===== config.mk =====
export PLATFORM = sky130hd
export DESIGN_NAME = dlx_mem_arb
export DESIGN_NICKNAME = d
export VERILOG_FILES = /design/src/rtl/dlx_mem_arb_pkg.sv /design/src/rtl/dlx_mem_arb.sv
export SDC_FILE = /design/constraint.sdc
export NUM_CORES = 1
export LEC_CHECK = 0
export CAP_MARGIN = 20
export CORE_ASPECT_RATIO = 0.8
export CORE_MARGIN = 3
export CORE_UTILIZATION = 43
export DETAILED_ROUTE_END_ITERATION = 7
export PLACE_DENSITY_LB_ADDON = 0.12
export SLEW_MARGIN = 20
export SYNTH_ARGS = -nofsm -noshare
export SYNTH_HDL_FRONTEND = slang
export SYNTH_SLANG_ARGS = --single-unit
export TNS_END_PERCENT = 30

===== constraint.sdc =====
create_clock -name clk -period 3 [get_ports clk]
set_clock_uncertainty 0.2 [all_clocks]
set_input_delay 0.6 -clock clk [delete_from_list [all_inputs] [get_ports clk]]
set_output_delay 0.6 -clock clk [all_outputs]
set_load 0.005 [all_outputs]

===== src/rtl/dlx_mem_arb_pkg.sv =====
// Shared DLX globals: machine word / address types and the memory arbiter
// FSM state encoding. Imported by dlx_mem_arb.
package dlx_mem_arb_pkg;

  typedef logic [31:0] dlx_word;
  typedef logic [31:0] dlx_address;

  localparam int unsigned DLX_WORD_BYTES = 4;

  typedef enum logic [1:0] {
    ST_IDLE     = 2'd0,
    ST_IC_BURST = 2'd1,
    ST_DC_ACC   = 2'd2
  } arb_state_t;

endpackage


===== src/rtl/dlx_mem_arb.sv =====
// dlx_mem_arb - shares one memory port between the I-cache refill engine and
// the D-side load/store path.
//   clk, rst (sync, active-low)
//   ic_req/ic_addr       -> line refill of BURST_LEN words; ic_rdata/ic_rvalid per
//                           beat, ic_done with the last beat
//   dc_req/dc_we/dc_addr/dc_wdata -> single access; dc_rdata/dc_done
//   dc_wait/if_stall     -> combinational pipeline holds
//   mem_*                -> shared memory port, all outputs registered
// Build option: DLX_MEM_ARB_RR_EN selects round-robin between simultaneous
// requests; otherwise dc_req has fixed priority.
module dlx_mem_arb
  import dlx_mem_arb_pkg::*;
#(
  parameter int unsigned BURST_LEN = 4
) (
  input  logic       clk,
  input  logic       rst,
  input  logic       ic_req,
  input  dlx_address ic_addr,
  output dlx_word    ic_rdata,
  output logic       ic_rvalid,
  output logic       ic_done,
  input  logic       dc_req,
  input  logic       dc_we,
  input  dlx_address dc_addr,
  input  dlx_word    dc_wdata,
  output dlx_word    dc_rdata,
  output logic       dc_done,
  output logic       dc_wait,
  output logic       if_stall,
  output logic       mem_req,
  output logic       mem_we,
  output dlx_address mem_addr,
  output dlx_word    mem_wdata,
  input  dlx_word    mem_rdata,
  input  logic       mem_ack
);

  localparam int unsigned     BEAT_W    = $clog2(BURST_LEN);
  localparam int unsigned     LINE_LSB  = BEAT_W + 2;
  localparam logic [BEAT_W-1:0] LAST_BEAT = BEAT_W'(BURST_LEN - 1);
  localparam dlx_address      LINE_MASK = ~((32'd1 << LINE_LSB) - 32'd1);

  arb_state_t        r_state, w_state_nxt;
  logic [BEAT_W-1:0] r_beat, w_beat_nxt;
  logic              r_mem_req, w_mem_req_nxt;
  logic              r_mem_we, w_mem_we_nxt;
  dlx_address        r_mem_addr, w_mem_addr_nxt;
  dlx_word           r_mem_wdata, w_mem_wdata_nxt;
  dlx_word           r_ic_rdata, w_ic_rdata_nxt;
  logic              r_ic_rvalid, w_ic_rvalid_nxt;
  logic              r_ic_done, w_ic_done_nxt;
  dlx_word           r_dc_rdata, w_dc_rdata_nxt;
  logic              r_dc_done, w_dc_done_nxt;

  // A requester whose done pulse is high this cycle is still holding its
  // request only because the pipeline has not seen the pulse yet.
  logic w_ic_cand, w_dc_cand, w_pick_dc;
  assign w_ic_cand = ic_req & ~r_ic_done;
  assign w_dc_cand = dc_req & ~r_dc_done;

`ifdef DLX_MEM_ARB_RR_EN
  logic r_last_ic, w_last_ic_nxt;
  assign w_pick_dc = w_dc_cand & (~w_ic_cand | r_last_ic);

  always_comb begin
    w_last_ic_nxt = r_last_ic;
    if (r_state == ST_IDLE) begin
      if (w_pick_dc)      w_last_ic_nxt = 1'b0;
      else if (w_ic_cand) w_last_ic_nxt = 1'b1;
    end
  end

  always_ff @(posedge clk) begin
    if (!rst) r_last_ic <= 1'b1;
    else      r_last_ic <= w_last_ic_nxt;
  end
`else
  assign w_pick_dc = w_dc_cand;
`endif

  always_comb begin
    w_state_nxt     = r_state;
    w_beat_nxt      = r_beat;
    w_mem_req_nxt   = r_mem_req;
    w_mem_we_nxt    = r_mem_we;
    w_mem_addr_nxt  = r_mem_addr;
    w_mem_wdata_nxt = r_mem_wdata;
    w_ic_rdata_nxt  = r_ic_rdata;
    w_ic_rvalid_nxt = 1'b0;
    w_ic_done_nxt   = 1'b0;
    w_dc_rdata_nxt  = r_dc_rdata;
    w_dc_done_nxt   = 1'b0;
    case (r_state)
      ST_IDLE: begin
        if (w_pick_dc) begin
          w_state_nxt     = ST_DC_ACC;
          w_mem_req_nxt   = 1'b1;
          w_mem_we_nxt    = dc_we;
          w_mem_addr_nxt  = dc_addr;
          w_mem_wdata_nxt = dc_wdata;
        end else if (w_ic_cand) begin
          w_state_nxt     = ST_IC_BURST;
          w_beat_nxt      = '0;
          w_mem_req_nxt   = 1'b1;
          w_mem_we_nxt    = 1'b0;
          w_mem_addr_nxt  = ic_addr & LINE_MASK;
        end
      end
      ST_IC_BURST: begin
        if (mem_ack) begin
          w_ic_rdata_nxt  = mem_rdata;
          w_ic_rvalid_nxt = 1'b1;
          if (r_beat == LAST_BEAT) begin
            w_ic_done_nxt = 1'b1;
            w_mem_req_nxt = 1'b0;
            w_beat_nxt    = '0;
            w_state_nxt   = ST_IDLE;
          end else begin
            w_beat_nxt     = r_beat + BEAT_W'(1);
            w_mem_addr_nxt = r_mem_addr + DLX_WORD_BYTES;
          end
        end
      end
      ST_DC_ACC: begin
        if (mem_ack) begin
          if (!r_mem_we) w_dc_rdata_nxt = mem_rdata;
          w_dc_done_nxt = 1'b1;
          w_mem_req_nxt = 1'b0;
          w_mem_we_nxt  = 1'b0;
          w_state_nxt   = ST_IDLE;
        end
      end
      default: w_state_nxt = ST_IDLE;
    endcase
  end

  // Reset abandons any transaction in flight: no done pulse, mem_req drops.
  always_ff @(posedge clk) begin
    if (!rst) begin
      r_state     <= ST_IDLE;
      r_beat      <= '0;
      r_mem_req   <= 1'b0;
      r_mem_we    <= 1'b0;
      r_mem_addr  <= '0;
      r_mem_wdata <= '0;
      r_ic_rdata  <= '0;
      r_ic_rvalid <= 1'b0;
      r_ic_done   <= 1'b0;
      r_dc_rdata  <= '0;
      r_dc_done   <= 1'b0;
    end else begin
      r_state     <= w_state_nxt;
      r_beat      <= w_beat_nxt;
      r_mem_req   <= w_mem_req_nxt;
      r_mem_we    <= w_mem_we_nxt;
      r_mem_addr  <= w_mem_addr_nxt;
      r_mem_wdata <= w_mem_wdata_nxt;
      r_ic_rdata  <= w_ic_rdata_nxt;
      r_ic_rvalid <= w_ic_rvalid_nxt;
      r_ic_done   <= w_ic_done_nxt;
      r_dc_rdata  <= w_dc_rdata_nxt;
      r_dc_done   <= w_dc_done_nxt;
    end
  end

  assign mem_req   = r_mem_req;
  assign mem_we    = r_mem_we;
  assign mem_addr  = r_mem_addr;
  assign mem_wdata = r_mem_wdata;
  assign ic_rdata  = r_ic_rdata;
  assign ic_rvalid = r_ic_rvalid;
  assign ic_done   = r_ic_done;
  assign dc_rdata  = r_dc_rdata;
  assign dc_done   = r_dc_done;
  assign dc_wait   = dc_req & ~r_dc_done;
  assign if_stall  = ic_req & ~r_ic_done;

endmodule

Word level (Yosys, flattened, before mapping):

Index checks and enable logic that the tools add are counted.

* register bits: 137

* reductions and logical operators: 15
* equality and inequality tests: 10
* bitwise gates (word level): 5
* add/sub/neg operators: 2
* muxes and demuxes: 27

Operator list (number)
* $mux W32: 4
* $pmux W32 S2: 1
* $add A32 B3 Y32 const B: 1
* $mux W2: 9
* $ne A2 B2 Y1 const B: 6
* $reduce_and A4 Y1: 3
* $mux W1: 9
* $reduce_and A3 Y1: 3
* $reduce_and A2 Y1: 4
* $pmux W2 S3: 1
* $reduce_and A5 Y1: 1
* $eq A2 B2 Y1 const B: 2
* $pmux W2 S2: 1
* $reduce_bool A2 Y1: 2
* $ne A3 B3 Y1 const B: 1
* $not A1 Y1: 3
* $pmux W1 S3: 1
* $reduce_bool A3 Y1: 1
* $add A2 B1 Y2 const B: 1
* $and A1 B1 Y1: 2
* $eq A2 B1 Y1 const B: 1
* $logic_not A2 Y1: 1
* $pmux W1 S2: 1

Logic depth before layout (Yosys ltp):

* depth after elaboration: 5
* mapped depth: 9

Least setup slack after synthesis:

No wires, ideal clock.

* path kind: input port to flip-flop
* from: input dc_req
* to: register r_mem_addr[24], in the netlist mem_addr[24]
* data required time: 2681 ps
* arrival: 1865 ps
* cell stages on the path: 8
* setup slack: 816 ps
* path buffers: 3
* cells stage by stage: nand2b_1 -> buf_2 -> inv_2 -> buf_4 -> o32ai_4 -> buf_2 -> a21oi_1 -> o221a_1

* word-level cells in the longest chain between the ends: 3
* elaborated cells on any way between the ends: 5

Ends and longest elaborated chain
* from (decl): line dlx_mem_arb.sv:23 `input logic dc_req,`
* $and A1 B1 Y1 (*): line dlx_mem_arb.sv:60 `assign w_dc_cand = dc_req & ~r_dc_done;`
* $ne A3 B3 Y1 (no source line) / $mux W32 (equally long branches)
* $reduce_and A4 Y1 (no source line) / $pmux W32 S2 (equally long branches)
* to (signal assigned): line dlx_mem_arb.sv:157 `r_mem_addr <= w_mem_addr_nxt;`
* to (decl): line dlx_mem_arb.sv:48 `dlx_address r_mem_addr, w_mem_addr_nxt;`

Every way passes the cells marked *; elsewhere a longest branch is shown, timed or not.
A chain may end at the register's enable or synchronous reset.

Worst setup path in the final report:

* from: input ic_req
* to: output if_stall

* word-level cells in the longest chain between the ends: 1

Ends and longest elaborated chain
* from (decl): line dlx_mem_arb.sv:18 `input logic ic_req,`
* $and A1 B1 Y1: line dlx_mem_arb.sv:177 `assign if_stall = ic_req & ~r_ic_done;`
* to (decl): line dlx_mem_arb.sv:30 `output logic if_stall,`

Every way passes these cells.

==> flow_summary.json <==
{
  "rsz0062_at_grt": "no",
  "ys_types": 61,
  "first_global_vias": 6208,
  "post-route-cell-area_um2": 9600,
  "postCtsSetupBuffers": 0,
  "worstPathArrival_ns": 1.89,
  "syn_area_um2": 6250,
  "dp_cells": 1210,
  "area_growth_pct": 53.7,
  "p_int_mw": 3.70,
  "synth-seq-cells": 137,
  "dr.pass1.iters": 5,
  "crit_family": "buffers and inverters",
  "fp.dieW_um": 141,
  "tightest_slew_ns": 0.681,
  "fin_ws_ns": 0.311,
  "crit_path_frequent_cell": "clkdlybuf4s50_1",
  "antenna_found_initial": 0,
  "synthTopCellsByArea": "dfxtp_1 44%, nand2_1 15%, a21oi_1 6.8%, a21boi_0 5.5%, clkbuf_1 2.7%",
  "synth.most_common_cell": "nand2_1",
  "async_reset_ff_share_pct": 0,
  "crit_chain": "clkdlybuf4s50_1, nor2b_1, buf_4, clkdlybuf4s50_1",
  "peakVddDrop_mv": 0.421,
  "cts_tree": "built",
  "hold_class": "flip-flop to flip-flop",
  "num_vias": 6542,
  "required_ns": 2.20,
  "p_sw_mw": 1.40,
  "dpl.hpwl_mm": 14.2,
  "yosys.area.top_type_share_pct": 43.9,
  "clk_pin_slew_ns": 0.06,
  "grt_use_total_pct": 25.0,
  "setup_tns_ns": 0,
  "ys_seq_area_share_pct": 43.9,
  "rr_startpoint": "r_state[0]",
  "synth_area_leader_cell": "dfxtp_1",
  "synth_edf_count": 0,
  "synthTopCellsByCount": "257 x nand2_1, 137 x dfxtp_1, 85 x a21oi_1",
  "synth_flop_cell": "dfxtp_1",
  "critPathMaxStageDelay_ns": 0.52,
  "drive_above_1_share_pct": 6.89,
  "critPathKind": "input port to primary output",
  "cp_max_fo": 7,
  "wire_per_inst_um": 16.4,
  "start_util_pct": 45.0,
  "cts.sinks": 137,
  "place.gp.congestion": 0.845,
  "cts_buffer_depth": 2,
  "critical_path.startpoint": "ic_req",
  "critical-path-slowest-cell": "clkdlybuf4s50_1",
  "cap_violations": 0,
  "status": "complete, no violations",
  "ctsResizeCount": 0,
  "fin_cells": 1240,
  "drtIter0Drc": 417,
  "fin_nets": 1190,
  "antenna_cells": 0,
  "final.min_clock_period_ns": 2.69,
  "cts-root-buf": "clkbuf_16",
  "hold_violations": 0,
  "dieArea_um2": 16000,
  "seqPwrFrac_pct": 41.0,
  "wirelength_mm": 20.3,
  "combPwrFrac_pct": 20.5,
  "pre_cts_ws_ns": 0.281,
  "cp-end-kind": "primary output",
  "start_kind": "input port",
  "htreeDepth": 4,
  "drtAntennaViolNets": 0,
  "total_leakage_power_nw": 3.48,
  "synth_warnings": 0,
  "via_per_inst": 5.28,
  "power.density_nw_per_um2": 531,
  "hold_buffers": 0,
  "clkPwrFrac_pct": 38.5,
  "drc": 0,
  "core_um2": 13900,
  "clk_latency_ns": 0.41,
  "period_share_pct": 89.6,
  "swShare_pct": 27.4,
  "syn-instance-count": 803,
  "avgSynthCellArea_um2": 7.78,
  "num_rows": 38,
  "die_y_um": 114,
  "maxSlewHeadroom_pct": 54.6,
  "fillers": 1191,
  "cts_buffers": 17,
  "io_pins": 269,
  "max_freq_mhz": 372,
  "synth_nets": 944,
  "setup_viol": 0,
  "finalMaxSlewViolations": 0,
  "path_buf_inv": 3,
  "grt_pass1_wl_mm": 32.3,
  "grt_max_degree": 67,
  "io_buffers": 264,
  "holdCritStartpoint": "mem_wdata[23]",
  "dpl_cell_area_um2": 9050,
  "grt-ovfl-total": 0
}
logic make-up after synthesis:
group / synth area share, %
simple gates: 26.7
compound gates: 20.5
mux: 2.94
buf+inv: 4.43
xor+xnor: 0.140
flops: 43.9
fa+ha+maj: 1.40
worst register-to-register path, stage by stage, from the launching register on:
cell and delay [ns]:
dfxtp_1 0.40, inv_1 0.10, ha_1 0.29, inv_1 0.26
o32a_2 0.22, nand2_1 0.18, or4_1 0.55, a21oi_1 0.15
per-stage QoR:
stage | hold WS [ns] | util (%) | power [mW]
2_1_floorplan | 0.247 | - | 2.57
3_5_place_dp | 0.246 | 65.2 | 3.17
5_1_grt | 0.267 | 69.2 | 5.34
3_3_place_gp | 0.238 | 65.2 | 3.15
4_1_cts | 0.254 | 69.2 | 5.14
6_report | 0.252 | 69.2 | 5.10
metal layers:
| layer | wire, um | up-vias | GRT usage (%) |
|---|---|---|---|
| met5 | 0 | - | 0 |
| met4 | 352 | 0 | 7.23 |
| met3 | 1810 | 25 | 8.30 |
| met2 | 9330 | 238 | 39.9 |
| met1 | 8830 | 3018 | 32.4 |
| li1 | - | 3261 | - |
state kept, by name, indices dropped and copies added, names as in the netlist, 2 cells and up:
signal and flops:
mem_addr 32, mem_wdata 32, dc_rdata 32, ic_rdata 32, r_beat 2, r_state 2
power groups by stage:
stage	Sequential [mW]	Clock, mW	Combinational [mW]
final	2.09	1.96	1.05
after global routing	2.11	2.08	1.15
after CTS	2.09	2.00	1.05
after detailed placement	2.13	0	1.04
after global placement	2.12	0	1.03
after floorplan	2.11	0	0.459
final timing paths:
path / cells past startpoint / endpoint / slack [ns]
max: 4 / if_stall / 0.31
min: 2 / mem_wdata[23] / 0.25
max reg2reg: 7 / mem_addr[26] / 0.57
min reg2reg: 2 / mem_wdata[23] / 0.25
cells in the final DEF (no fill, tap or decap), drive strengths merged, types with 7 or more instances in the layout:
cell type      netlist  layout
clkdlybuf4s50        0     263
nand2              258     258
dfxtp              137     137
a21oi               85      85
a21boi              48      48
o21ai               26      26
buf                 14      23
nor3                20      20
nand3               19      19
clkbuf              45      19
nand4               18      18
mux2i               15      15
nor2                14      14
inv                  8       9
and2                 7       7
and3                 7       7
ha                   7       7
clkinv               0       7
area by class of cell:
cell class	instances	area, um^2	area share, %
Inverter	8	30.0	0.313
Sequential cell	137	2740	28.6
Multi-Input combinational cell	599	3230	33.7
Tap cell	180	225	2.35
Clock buffer	19	453	4.72
Timing Repair Buffer	286	2820	29.3
Clock inverter	11	100	1.04
No activity file was read; power rests on OpenSTA's default activity.
